==> src/rtl/key_pkg.sv <==
// Shared definitions for the keyboard-to-tank key router: direction keycodes,
// the per-player direction vector type and the report-processing FSM states.
package key_pkg;

  // Player 1 direction keys (WASD).
  localparam logic [7:0] KC_W     = 8'h1A;
  localparam logic [7:0] KC_S     = 8'h16;
  localparam logic [7:0] KC_A     = 8'h04;
  localparam logic [7:0] KC_D     = 8'h07;

  // Player 2 direction keys (arrow cluster).
  localparam logic [7:0] KC_UP    = 8'h52;
  localparam logic [7:0] KC_DOWN  = 8'h51;
  localparam logic [7:0] KC_LEFT  = 8'h50;
  localparam logic [7:0] KC_RIGHT = 8'h4F;

  // Phantom-state code the keyboard reports when too many keys are down.
  localparam logic [7:0] KEY_ROLLOVER = 8'h01;

  // Direction set, bit order {up, down, left, right}.
  typedef logic [3:0] dir_t;

  localparam dir_t DIR_UP    = 4'b1000;
  localparam dir_t DIR_DOWN  = 4'b0100;
  localparam dir_t DIR_LEFT  = 4'b0010;
  localparam dir_t DIR_RIGHT = 4'b0001;
  localparam dir_t DIR_NONE  = 4'b0000;

  typedef enum logic [1:0] {
    IDLE   = 2'd0,
    DECODE = 2'd1,
    COMMIT = 2'd2
  } state_t;

  // One-hot of the highest-priority held direction: up > down > left > right.
  function automatic dir_t prio_pick(input dir_t d);
    dir_t r;
    r = DIR_NONE;
    if (d[3])      r = DIR_UP;
    else if (d[2]) r = DIR_DOWN;
    else if (d[1]) r = DIR_LEFT;
    else if (d[0]) r = DIR_RIGHT;
    return r;
  endfunction

endpackage

==> src/rtl/key_player_track.sv <==
// Per-player key tracker: turns a captured HID report into the held direction
// set and resolves it to a single keycode with last-pressed-wins semantics,
// falling back to a still-held key (by fixed priority) when the latest is released.
module key_player_track
  import key_pkg::*;
#(
  parameter int              NUM_SLOTS = 6,
  parameter int              KEY_W     = 8,
  parameter logic [KEY_W-1:0] KEY_UP    = 8'h1A,
  parameter logic [KEY_W-1:0] KEY_DOWN  = 8'h16,
  parameter logic [KEY_W-1:0] KEY_LEFT  = 8'h04,
  parameter logic [KEY_W-1:0] KEY_RIGHT = 8'h07
) (
  input  logic                       Clk,
  input  logic                       Reset,
  input  logic                       decode_en,
  input  logic                       commit_en,
  input  logic [NUM_SLOTS*KEY_W-1:0] report_keys,
  output logic [KEY_W-1:0]           last
);

  dir_t             held;
  dir_t             held_nxt;
  dir_t             slot_dir;
  dir_t             held_dec;
  dir_t             new_press_dec;
  dir_t             last_dir;
  dir_t             fallback_dir;
  logic             found;
  logic             last_still_held;
  logic [KEY_W-1:0] first_new;
  logic [KEY_W-1:0] first_new_dec;
  logic [KEY_W-1:0] fallback_code;
  logic [KEY_W-1:0] last_nxt;

  // Non-direction keys map to an empty set, so they drop out of every OR below.
  function automatic dir_t dir_of(input logic [KEY_W-1:0] code);
    return {code == KEY_UP, code == KEY_DOWN, code == KEY_LEFT, code == KEY_RIGHT};
  endfunction

  function automatic logic [KEY_W-1:0] code_of(input dir_t d);
    logic [KEY_W-1:0] c;
    c = '0;
    if (d[3])      c = KEY_UP;
    else if (d[2]) c = KEY_DOWN;
    else if (d[1]) c = KEY_LEFT;
    else if (d[0]) c = KEY_RIGHT;
    return c;
  endfunction

  // Scan slots: union of held directions, and the lowest-slot key not held before.
  always_comb begin
    held_nxt  = DIR_NONE;
    slot_dir  = DIR_NONE;
    first_new = '0;
    found     = 1'b0;
    for (int i = 0; i < NUM_SLOTS; i++) begin
      slot_dir = dir_of(report_keys[i*KEY_W +: KEY_W]);
      held_nxt = held_nxt | slot_dir;
      if (!found && ((slot_dir & ~held) != DIR_NONE)) begin
        first_new = report_keys[i*KEY_W +: KEY_W];
        found     = 1'b1;
      end
    end
  end

  // Resolve the next "last" key from the decoded report.
  always_comb begin
    last_dir        = dir_of(last);
    last_still_held = (last_dir & held_dec) != DIR_NONE;
    fallback_dir    = prio_pick(held_dec);
    fallback_code   = code_of(fallback_dir);
    if (new_press_dec != DIR_NONE) begin
      last_nxt = first_new_dec;
    end else if (last_still_held) begin
      last_nxt = last;
    end else begin
      // fallback_code is zero when nothing is held.
      last_nxt = fallback_code;
    end
  end

  // Decode stage snapshot, then commit held/last together.
  always_ff @(posedge Clk) begin
    if (!Reset) begin
      held          <= DIR_NONE;
      last          <= '0;
      held_dec      <= DIR_NONE;
      new_press_dec <= DIR_NONE;
      first_new_dec <= '0;
    end else begin
      if (decode_en) begin
        held_dec      <= held_nxt;
        new_press_dec <= held_nxt & ~held;
        first_new_dec <= first_new;
      end
      if (commit_en) begin
        held <= held_dec;
        last <= last_nxt;
      end
    end
  end

endmodule

==> src/rtl/key_router.sv <==
// Routes HID boot-keyboard reports to two tanks: WASD for player 1, arrows for
// player 2. Each report goes IDLE -> DECODE -> COMMIT; outputs change on frame ticks.
module key_router
  import key_pkg::*;
#(
  parameter int NUM_SLOTS = 6,
  parameter int KEY_W     = 8
) (
  input  logic                       Clk,
  input  logic                       Reset,
  input  logic                       report_valid,
  output logic                       report_ready,
  input  logic [NUM_SLOTS*KEY_W-1:0] report_keys,
  input  logic                       frame_tick,
  output logic [KEY_W-1:0]           keycode_p1,
  output logic [KEY_W-1:0]           keycode_p2,
  output logic                       rollover_err
);

  state_t                     state;
  logic [NUM_SLOTS*KEY_W-1:0] report_q;
  logic                       rollover_hit;
  logic                       rollover_q;
  logic                       accept;
  logic                       decode_en;
  logic                       commit_en;
  logic [KEY_W-1:0]           last_p1;
  logic [KEY_W-1:0]           last_p2;

  assign accept    = report_valid & report_ready;
  assign decode_en = (state == DECODE);
  // A rollover report must leave held/last untouched, so commit is suppressed.
  assign commit_en = (state == COMMIT) && !rollover_q;

  // Any slot carrying the phantom code poisons the whole report.
  always_comb begin
    rollover_hit = 1'b0;
    for (int i = 0; i < NUM_SLOTS; i++) begin
      if (report_q[i*KEY_W +: KEY_W] == KEY_ROLLOVER) rollover_hit = 1'b1;
    end
  end

  // Report FSM with registered ready and sticky rollover flag.
  always_ff @(posedge Clk) begin
    if (!Reset) begin
      state        <= IDLE;
      report_ready <= 1'b1;
      report_q     <= '0;
      rollover_q   <= 1'b0;
      rollover_err <= 1'b0;
    end else begin
      case (state)
        IDLE: begin
          if (accept) begin
            report_q     <= report_keys;
            report_ready <= 1'b0;
            state        <= DECODE;
          end
        end
        DECODE: begin
          rollover_q <= rollover_hit;
          state      <= COMMIT;
        end
        COMMIT: begin
          if (rollover_q) rollover_err <= 1'b1;
          report_ready <= 1'b1;
          state        <= IDLE;
        end
        default: begin
          report_ready <= 1'b1;
          state        <= IDLE;
        end
      endcase
    end
  end

  key_player_track #(
    .NUM_SLOTS (NUM_SLOTS),
    .KEY_W     (KEY_W),
    .KEY_UP    (KC_W),
    .KEY_DOWN  (KC_S),
    .KEY_LEFT  (KC_A),
    .KEY_RIGHT (KC_D)
  ) u_track_p1 (
    .Clk         (Clk),
    .Reset       (Reset),
    .decode_en   (decode_en),
    .commit_en   (commit_en),
    .report_keys (report_q),
    .last        (last_p1)
  );

  key_player_track #(
    .NUM_SLOTS (NUM_SLOTS),
    .KEY_W     (KEY_W),
    .KEY_UP    (KC_UP),
    .KEY_DOWN  (KC_DOWN),
    .KEY_LEFT  (KC_LEFT),
    .KEY_RIGHT (KC_RIGHT)
  ) u_track_p2 (
    .Clk         (Clk),
    .Reset       (Reset),
    .decode_en   (decode_en),
    .commit_en   (commit_en),
    .report_keys (report_q),
    .last        (last_p2)
  );

  // Frame-rate output latch; a tick coinciding with COMMIT takes the old value.
  always_ff @(posedge Clk) begin
    if (!Reset) begin
      keycode_p1 <= '0;
      keycode_p2 <= '0;
    end else if (frame_tick) begin
      keycode_p1 <= last_p1;
      keycode_p2 <= last_p2;
    end
  end

endmodule

==> config.mk <==
export PLATFORM = sky130hd
export DESIGN_NAME = key_router
export DESIGN_NICKNAME = d
export VERILOG_FILES = /design/src/rtl/key_pkg.sv /design/src/rtl/key_player_track.sv /design/src/rtl/key_router.sv
export SDC_FILE = /design/constraint.sdc
export NUM_CORES = 1
export LEC_CHECK = 0
export ABC_CLOCK_PERIOD_IN_PS = 2300
export BUFFER_PORTS_ARGS = -buffer_cell sky130_fd_sc_hd__buf_2
export CORE_ASPECT_RATIO = 0.8
export CORE_UTILIZATION = 54
export DETAILED_ROUTE_END_ITERATION = 10
export GPL_TIMING_DRIVEN = 0
export MAX_ROUTING_LAYER = met4
export PLACE_DENSITY_LB_ADDON = 0.08
export RECOVER_POWER = 25
export SYNTH_ARGS = -nofsm -noshare
export SYNTH_HDL_FRONTEND = slang
export SYNTH_SLANG_ARGS = --single-unit
==> constraint.sdc <==
create_clock -name Clk -period 2.3 [get_ports Clk]
set_input_delay 0.46 -clock Clk [delete_from_list [all_inputs] [get_ports Clk]]
set_output_delay 0.46 -clock Clk [all_outputs]
set_load 0.02 [all_outputs]
==> results of run 1 <==
routing by layer:
layer | up-vias | routed length, µm | part of all wire (%)
met5 | - | 0 | 0
met4 | 0 | 584 | 2.5
met3 | 65 | 2890 | 12
met2 | 441 | 9840 | 42
met1 | 3271 | 10200 | 43
li1 | 3258 | - | -
path summary, 6_finish.rpt:
kind | startpoint | to | slack (ps) | cells after the start
worst min register to register | u_track_p2.first_new_dec[2] | u_track_p2.first_new_dec[2] | 450 | 2
worst min-delay path | report_keys[35] | report_q[35] | 280 | 3
worst max-delay path | report_q[9] | u_track_p2.first_new_dec[0] | -110 | 7
worst max register to register | report_q[9] | u_track_p2.first_new_dec[0] | -110 | 7
timing repair:
action                                  4_1_cts  5_1_grt
pin swaps                                    20       26
endpoints found under the hold margin         0        0
buffers inserted                             14       14
endpoints found under the setup margin       21       41
resized for setup                            85       47
cell type report:
type                            instances  area share, %
Clock inverter                         14           1.61
Inverter                               14          0.626
Buffer                                 41           2.22
Sequential cell                       125           30.4
Timing Repair Buffer                   96           6.52
Tap cell                              148           2.21
Multi-Input combinational cell        647           51.3
Clock buffer                           18           5.12
sequential cells by signal (all words and copies together) (netlist names), 8 cells and up:
register,flops
report_q,48
keycode_p1,8
keycode_p2,8
u_track_p1.first_new_dec,8
u_track_p1.last,8
u_track_p2.first_new_dec,8
u_track_p2.last,8
worst max-delay path, delay by kind of cell (launching register included):
family,cells,cell delay [ps]
AND/OR/NAND/NOR,3,950
AO/OA/AOI/OAI,3,610
flip-flops,1,400
multiplexers,1,330
power groups by stage:
stage	Sequential, µW	Combinational [µW]	Clock (µW)
finish	2420	854	2610
global placement	2420	727	0
detailed placement	2430	747	0
floorplan	2390	511	0
CTS	2410	799	2610
global route	2430	927	2700
stage by stage:
stage / hold WS, ps / cells
2_1_floorplan: 423 / 840
4_1_cts: 275 / 1094
3_3_place_gp: 433 / 1056
3_5_place_dp: 440 / 1056
6_report: 283 / 1103
5_1_grt: 296 / 1103
cell usage in the layout (no fill, tap or decap), types with 5 or more instances in the layout:
| cell | instances |
|---|---|
| and3_1 | 7 |
| nor4b_1 | 5 |
| mux2i_1 | 20 |
| buf_2 | 52 |
| clkbuf_16 | 17 |
| dfxtp_2 | 15 |
| dfxtp_4 | 7 |
| nor2_1 | 49 |
| clkbuf_2 | 5 |
| clkbuf_1 | 49 |
| nand3_1 | 10 |
| o211ai_1 | 5 |
| o21ai_1 | 11 |
| nor2b_1 | 27 |
| a22oi_1 | 5 |
| dfxtp_1 | 103 |
| nor3b_1 | 9 |
| or3_1 | 11 |
| inv_1 | 12 |
| nand4_1 | 7 |
| or4_4 | 9 |
| a211oi_1 | 14 |
| o22ai_1 | 8 |
| a21oi_1 | 27 |
| buf_4 | 26 |
| nor3_1 | 27 |
| nand2b_1 | 16 |
| nand3b_1 | 6 |
| o21ai_0 | 15 |
| a21boi_0 | 50 |
| nand2_1 | 162 |
| or2_2 | 6 |
| nor4_1 | 12 |
| a31oi_1 | 6 |
logic make-up (layout without fill, tap and decap cells):
| kind of cell | after synthesis | in the layout | share of synthesized area, % |
|---|---|---|---|
| AO/OA/AOI/OAI | 198 | 198 | 21.2 |
| AND/OR/NAND/NOR | 424 | 424 | 33.5 |
| buffers and inverters | 68 | 183 | 3.94 |
| multiplexers | 25 | 25 | 3.84 |
| flip-flops | 125 | 125 | 37.5 |
==> flow_summary.ini, run 1 <==
[outcome]
status = finished, violations left
violations = setup timing

[drt]
num_vias = 7035
drt_wl_total_mm = 23.5
dr.first_iter.drc_count = 671
drc = 0
firstDrtPassIters = 6
wl_per_cell_um = 21.3
ant_nets = 0
via_per_inst = 6.38

[power_and_ir_drop]
p_leak_uw = 0.00308
p_int_uw = 4120
switching_share_pct = 29.9
comb_power_share_pct = 14.5
seqPwrFrac_pct = 41.2
vdd_drop_max_uv = 507
clkPwrFrac_pct = 44.3
powerDensity_mw_per_mm2 = 701
switchingPower_uw = 1760
finalPower_uw = 5880

[layout]
post-route-util_pct = 71.2
final_cell_area_mm2 = 0.00839
nets = 994
fill_cells = 924
ff_latch_area_mm2 = 0.00255
multiInputGateArea_mm2 = 0.00431
diodes = 0
drive_gt1_share_pct = 22.9
area_delta_synth_final_pct = 25.7

[placed_design]
dp_hpwl_mm = 17.4
gp_congestion = 0.969
io_buffers = 68
pre_cts_ws_ps = -683
dpl_cell_area_mm2 = 0.00721

[grt]
met1_usage_pct = 51.6
met2_usage_pct = 56.9
grt_pass1_vias = 6445
overflow = 0
busiest_layer = met2
grt_use_met3_pct = 10.5
grt_start_max_net_pins = 17
grt_first_pass_wirelength_mm = 36.0
grtUsageTotal_pct = 38.6
antenna_found_initial = 0

[die]
fp-row-count = 35
die_h_um = 101
core-area_mm2 = 0.0118
dieArea_mm2 = 0.0128
dieWidth_um = 126
initial_core_util_pct = 56.6
io_pins = 70

[synthesis]
syn-cell-area_mm2 = 0.00667
synth_ff_type = dfxtp_1
ys_types = 79
syn_avg_cell_area_um2 = 7.94
synth_top_area_share_pct = 37.5
synth-seq-area-share_pct = 37.5
synthCells = 840
ys_seq_elements = 125
synth_common_cells = nand2_1 (163), dfxtp_1 (125), nor2_1 (55)
synth.most_common_cell = nand2_1
synth.area.top_cells = dfxtp_1 (38%), nand2_1 (9.2%), a21boi_0 (5.6%), nor2_1 (3.1%), mux2i_1 (3.0%)
async_flop_share_pct = 0
synth_edf_count = 0
synth_nets = 892
synth_top_area_cell = dfxtp_1
ys_warn_count = 0

[clock_tree]
htreeDepth = 4
cts.clk_slew.worst_paths_ps = 70
cts_tree = built
clock_path_buffers = 2
ctsHoldBuffers = 0
clock_latency_ps = 420
numCtsBuffers = 17
cts_root_buf = clkbuf_16
cts_sinks = 125

[timing]
final-hold-violation-count = 0
fin_crit_sh_pct = 105
skew_ps = 11.4
period_minus_slack_ps = 2410
timing.fmax_ghz = 0.414
rsz0062_at_grt = yes
setup_viol = 10
slew_viol_final = 0
tightestPinTransition_ps = 1270
fin_ws_ps = -113
relSlewSlack_pct = 14.7
finalSetupTns_ps = -461

[worst_setup_path]
cp_slowest_cell = or4_4
start_kind = flop
critPathKind = flop to flop
slowest_delay_ps = 530
crit_required_ps = 2600
endpoint_kind = flop
cp_max_fo = 8
crit_chain = mux2_1 -> or4_4 -> a21boi_4 -> and4b_4 -> and2_4 -> a2111oi_4 -> o21ai_1
arrival_ps = 2710

[job]
cap_violations = 0

[worst_hold_path]
hold_class = input pin to flop
Power figures use the tool's default switching activity.
==> run 2: changes to the inputs <==
--- a/config.mk
+++ b/config.mk
@@ -6,10 +6,10 @@
 export NUM_CORES = 1
 export LEC_CHECK = 0
 export ABC_CLOCK_PERIOD_IN_PS = 2300
-export BUFFER_PORTS_ARGS = -buffer_cell sky130_fd_sc_hd__buf_2
 export CORE_ASPECT_RATIO = 0.8
 export CORE_UTILIZATION = 54
 export DETAILED_ROUTE_END_ITERATION = 10
+export DONT_BUFFER_PORTS = 1
 export GPL_TIMING_DRIVEN = 0
 export MAX_ROUTING_LAYER = met4
 export PLACE_DENSITY_LB_ADDON = 0.08
==> flow_summary.ini, run 2 (synthesized netlist as in run 1, its figures left out) <==
[outcome]
status = finished, violations left
violations = setup timing

[worst_setup_path]
arrival_ps = 2710
start_kind = flop
cp_common_cell = mux2_4
slowest_delay_ps = 510
endpoint_kind = flop
cp_max_fo = 5
crit_buf_inv = 0
cp_slowest_cell = or4_4
critPathKind = flop to flop
crit_chain = or3b_4 -> or4_4 -> a21boi_4 -> mux2_4 -> a221oi_2 -> mux2_4 -> a21oi_2
crit_required_ps = 2600
critical-path-top-delay-family = simple AND/OR/NAND/NOR gates

[layout]
ff_latch_area_mm2 = 0.00255
fill_cells = 968
multiInputGateArea_mm2 = 0.00436
nets = 932
drive_gt1_share_pct = 19.9
regMostFlops = report_q
final_common_cell = nand2_1
final_cell_area_mm2 = 0.00818
largest_reg_flops = 48
layout_common_cells = nand2_1 (162), dfxtp_1 (100), nor2_1 (51), a21boi_0 (50), clkbuf_1 (31)
diodes = 0
post-route-util_pct = 69.5
area_delta_synth_final_pct = 22.6

[grt]
grt_first_pass_wirelength_mm = 35.9
grt_start_max_net_pins = 17
overflow = 0
antenna_found_initial = 0
grtUsageTotal_pct = 38.9
grt_pass1_vias = 6296

[power_and_ir_drop]
comb_power_share_pct = 13.5
switchingPower_uw = 1850
p_int_uw = 4130
switching_share_pct = 31.0
vdd_drop_max_uv = 563
clkPwrFrac_pct = 45.7
p_leak_uw = 0.00290
seqPwrFrac_pct = 40.7
finalPower_uw = 5980
powerDensity_mw_per_mm2 = 731

[timing]
rsz0062_at_grt = yes
fin_crit_sh_pct = 105
fin_ws_ps = -112
hold_slack_ps = 169
period_minus_slack_ps = 2410
tightestPinTransition_ps = 1420
final-hold-violation-count = 0
slew_viol_final = 0
timing.fmax_ghz = 0.415
setup_viol = 6
skew_ps = 9.84
relSlewSlack_pct = 4.62

[die]
initial_core_util_pct = 56.6
io_pins = 70
fp-row-count = 35
die_h_um = 101
dieArea_mm2 = 0.0128
core-area_mm2 = 0.0118
dieWidth_um = 126

[placed_design]
dp_hpwl_mm = 17.4
io_buffers = 0
dpl_cell_area_mm2 = 0.00687
gp_congestion = 0.946
pre_cts_ws_ps = -781

[job]
cap_violations = 0

[clock_tree]
htreeDepth = 4
clock_path_buffers = 2
cts_root_buf = clkbuf_16
numCtsBuffers = 17
cts_tree = built
cts.clk_slew.worst_paths_ps = 70
cts_sinks = 125
clock_latency_ps = 430

[drt]
via_per_inst = 6.62
ant_nets = 0
wl_per_cell_um = 23.3
drt_wl_total_mm = 24.2
num_vias = 6896
firstDrtPassIters = 7
drc = 0
dr.first_iter.drc_count = 771

[worst_hold_path]
hold_class = input pin to flop
==> run 2: cell types whose count changed in the layout (fill, tap and decap cells not counted), moves of 3 or more <==
cell and change:
buf_2 -52, clkbuf_1 -18, buf_4 +4, a31oi_1 -3
a31oi_4 +3, dfxtp_1 -3, inv_8 +3, o21ai_1 +3
==> run 2: routing by layer <==
| metal | vias to the layer above | global-route usage (%) | share of wire [%] | wire length, µm |
|---|---|---|---|---|
| li1 | 3128 | - | - | - |
| met1 | 3309 | 52.9 | 45 | 10900 |
| met2 | 400 | 56.1 | 42 | 10200 |
| met3 | 59 | 10.8 | 11 | 2580 |
| met4 | 0 | 11.1 | 2.2 | 533 |
| met5 | - | - | 0 | 0 |
==> run 2: worst register-to-register path: cells and delay by family (launching register included) <==
family	cells	cell delay (ps)
AND/OR/NAND/NOR	2	920
multiplexers	2	540
flip-flops	1	360
AO/OA/AOI/OAI	3	470
==> run 2: final timing paths <==
check / from / endpoint / slack, ps / cells after the start
hold / removal: report_keys[32] / report_q[32] / 170 / 2
hold reg to reg: u_track_p2.first_new_dec[3] / u_track_p2.first_new_dec[3] / 450 / 2
setup reg to reg: report_q[10] / u_track_p2.first_new_dec[4] / -110 / 7
setup / recovery: report_q[10] / u_track_p2.first_new_dec[4] / -110 / 7
==> run 2: through the flow <==
stage | TNS (ps) | instances
final | -291 | 1041
after floorplan | -29.6 | 840
after global routing | -790 | 1041
after CTS | -424 | 1024
after global placement | -6130 | 988
after detailed placement | -6280 | 988
==> run 2: cell type report <==
type | count | share of cell area, %
clock inverter | 15 | 2.05
inverter | 14 | 0.642
tap | 148 | 2.26
multi-input combinational | 648 | 53.2
timing repair buffer | 31 | 2.94
sequential | 125 | 31.2
clock buffer | 17 | 5.20
buffer | 43 | 2.45
==> run 2: repair_timing <==
action	4_1_cts	5_1_grt
setup endpoints to repair	21	40
hold buffers	0	0
setup buffers	13	18
pin swaps	24	21
gates cloned	0	1
resized for setup	81	62
==> run 2: power groups by stage <==
stage	combinational, µW	sequential, µW	clock [µW]
floorplan	511	2390	0
global placement	678	2430	0
detailed placement	695	2440	0
CTS	741	2410	2730
global route	867	2450	2830
finish	809	2440	2730
==> run 3: changes to the inputs <==
--- a/config.mk
+++ b/config.mk
@@ -13,7 +13,7 @@
 export GPL_TIMING_DRIVEN = 0
 export MAX_ROUTING_LAYER = met4
 export PLACE_DENSITY_LB_ADDON = 0.08
-export RECOVER_POWER = 25
+export RECOVER_POWER = 100
 export SYNTH_ARGS = -nofsm -noshare
 export SYNTH_HDL_FRONTEND = slang
 export SYNTH_SLANG_ARGS = --single-unit
==> flow_summary.ini, run 3 (synthesized netlist as in run 1, its figures left out) <==
[worst_hold_path]
hold_class = input pin to flop
holdPathStages = 2

[die]
dieWidth_um = 126
core-area_mm2 = 0.0118
fp-row-count = 35
dieArea_mm2 = 0.0128
initial_core_util_pct = 56.6
io_pins = 70
die_h_um = 101

[power_and_ir_drop]
p_leak_uw = 0.00290
comb_power_share_pct = 13.5
powerDensity_mw_per_mm2 = 732
vdd_drop_max_uv = 563
clkPwrFrac_pct = 45.8
switching_share_pct = 30.9
seqPwrFrac_pct = 40.8
switchingPower_uw = 1850
p_int_uw = 4130

[layout]
layout_common_cells = nand2_1 (162), dfxtp_1 (100), nor2_1 (52), a21boi_0 (50), clkbuf_1 (31)
nets = 932
final_common_cell = nand2_1
diodes = 0
area_delta_synth_final_pct = 22.3
drive_gt1_share_pct = 19.7
final_cell_area_mm2 = 0.00816
regMostFlops = report_q
largest_reg_flops = 48

[timing]
final-hold-violation-count = 0
fin_ws_ps = -112
fin_crit_sh_pct = 105
setup_viol = 7
rsz0062_at_grt = yes
tightestPinTransition_ps = 1480
slew_viol_final = 0
skew_ps = 10.1
timing.fmax_ghz = 0.415
period_minus_slack_ps = 2410
relSlewSlack_pct = 0.137

[outcome]
status = finished, violations left
violations = capacitance limit, setup timing

[grt]
grt_start_max_net_pins = 17
grtUsageTotal_pct = 38.9
grt_first_pass_wirelength_mm = 35.9
overflow = 0
grt_pass1_vias = 6296
antenna_found_initial = 0

[drt]
num_vias = 6915
wl_per_cell_um = 23.2
dr.first_iter.drc_count = 709
ant_nets = 0
firstDrtPassIters = 5
drc = 0
via_per_inst = 6.64
drt_wl_total_mm = 24.1

[placed_design]
io_buffers = 0
pre_cts_ws_ps = -781
gp_congestion = 0.946
dpl_cell_area_mm2 = 0.00687
dp_hpwl_mm = 17.4

[worst_setup_path]
cp_max_fo = 5
endpoint_kind = flop
arrival_ps = 2710
crit_required_ps = 2600
critPathKind = flop to flop
ff2ff_path_depth = 7
start_kind = flop

[clock_tree]
clock_latency_ps = 420
cts_root_buf = clkbuf_16
ctsHoldBuffers = 0
cts_sinks = 125
htreeDepth = 4
clock_path_buffers = 2
cts_tree = built
numCtsBuffers = 17
cts.clk_slew.worst_paths_ps = 70

[job]
cap_violations = 1
run 3: cell type report:
| type | count | area [µm²] |
|---|---|---|
| fill | 970 | 3620 |
| inverter | 14 | 52.6 |
| clock buffer | 17 | 425 |
| multi-input combinational | 648 | 4330 |
| tap | 148 | 185 |
| timing repair buffer | 31 | 240 |
| sequential | 125 | 2550 |
| clock inverter | 15 | 168 |
| buffer | 43 | 200 |
run 3: power groups by stage:
stage	sequential (µW)	combinational [µW]	clock [µW]
finish	2440	804	2740
global route	2440	862	2830
CTS	2410	741	2730
detailed placement	2440	695	0
global placement	2430	678	0
floorplan	2390	511	0
run 3: per-layer routing:
| layer | vias to the layer above | global-route usage [%] | part of all wire, % |
|---|---|---|---|
| li1 | 3126 | - | - |
| met1 | 3352 | 52.9 | 45 |
| met2 | 377 | 56.1 | 43 |
| met3 | 60 | 10.8 | 10 |
| met4 | 0 | 11.1 | 2.0 |
| met5 | - | - | 0 |
run 3: critical path, stage by stage, from the launching register on:
cell and delay [ps]:
dfxtp_4 360, or3b_4 400, or4_4 510, a21boi_4 190, mux2_4 350, a221oi_2 230
mux2_4 200, a21oi_2 50
run 3: stage by stage:
step	utilization [%]	total power, µW	hold WS [ps]	instances	setup TNS (ps)
final	69.3	5980	171	1041	-396
after global routing	69.3	6140	174	1041	-1000
after CTS	66.6	5890	170	1024	-424
after detailed placement	58.3	3130	439	988	-6280
after global placement	58.3	3110	435	988	-6130
after floorplan	-	2900	423	840	-29.6
run 3: worst paths after layout:
check / slack (ps) / endpoint / from
worst min register to register: 450 / u_track_p2.first_new_dec[3] / u_track_p2.first_new_dec[3]
worst max register to register: -110 / u_track_p2.first_new_dec[4] / report_q[10]
worst max-delay path: -110 / u_track_p2.first_new_dec[4] / report_q[10]
worst min-delay path: 170 / report_q[32] / report_keys[32]
run 3: repair_timing:
action | in CTS | in global routing
pin swaps | 24 | 21
gates cloned | 0 | 1
setup endpoints to repair | 21 | 40
buffers inserted | 13 | 18
resized for setup | 81 | 62
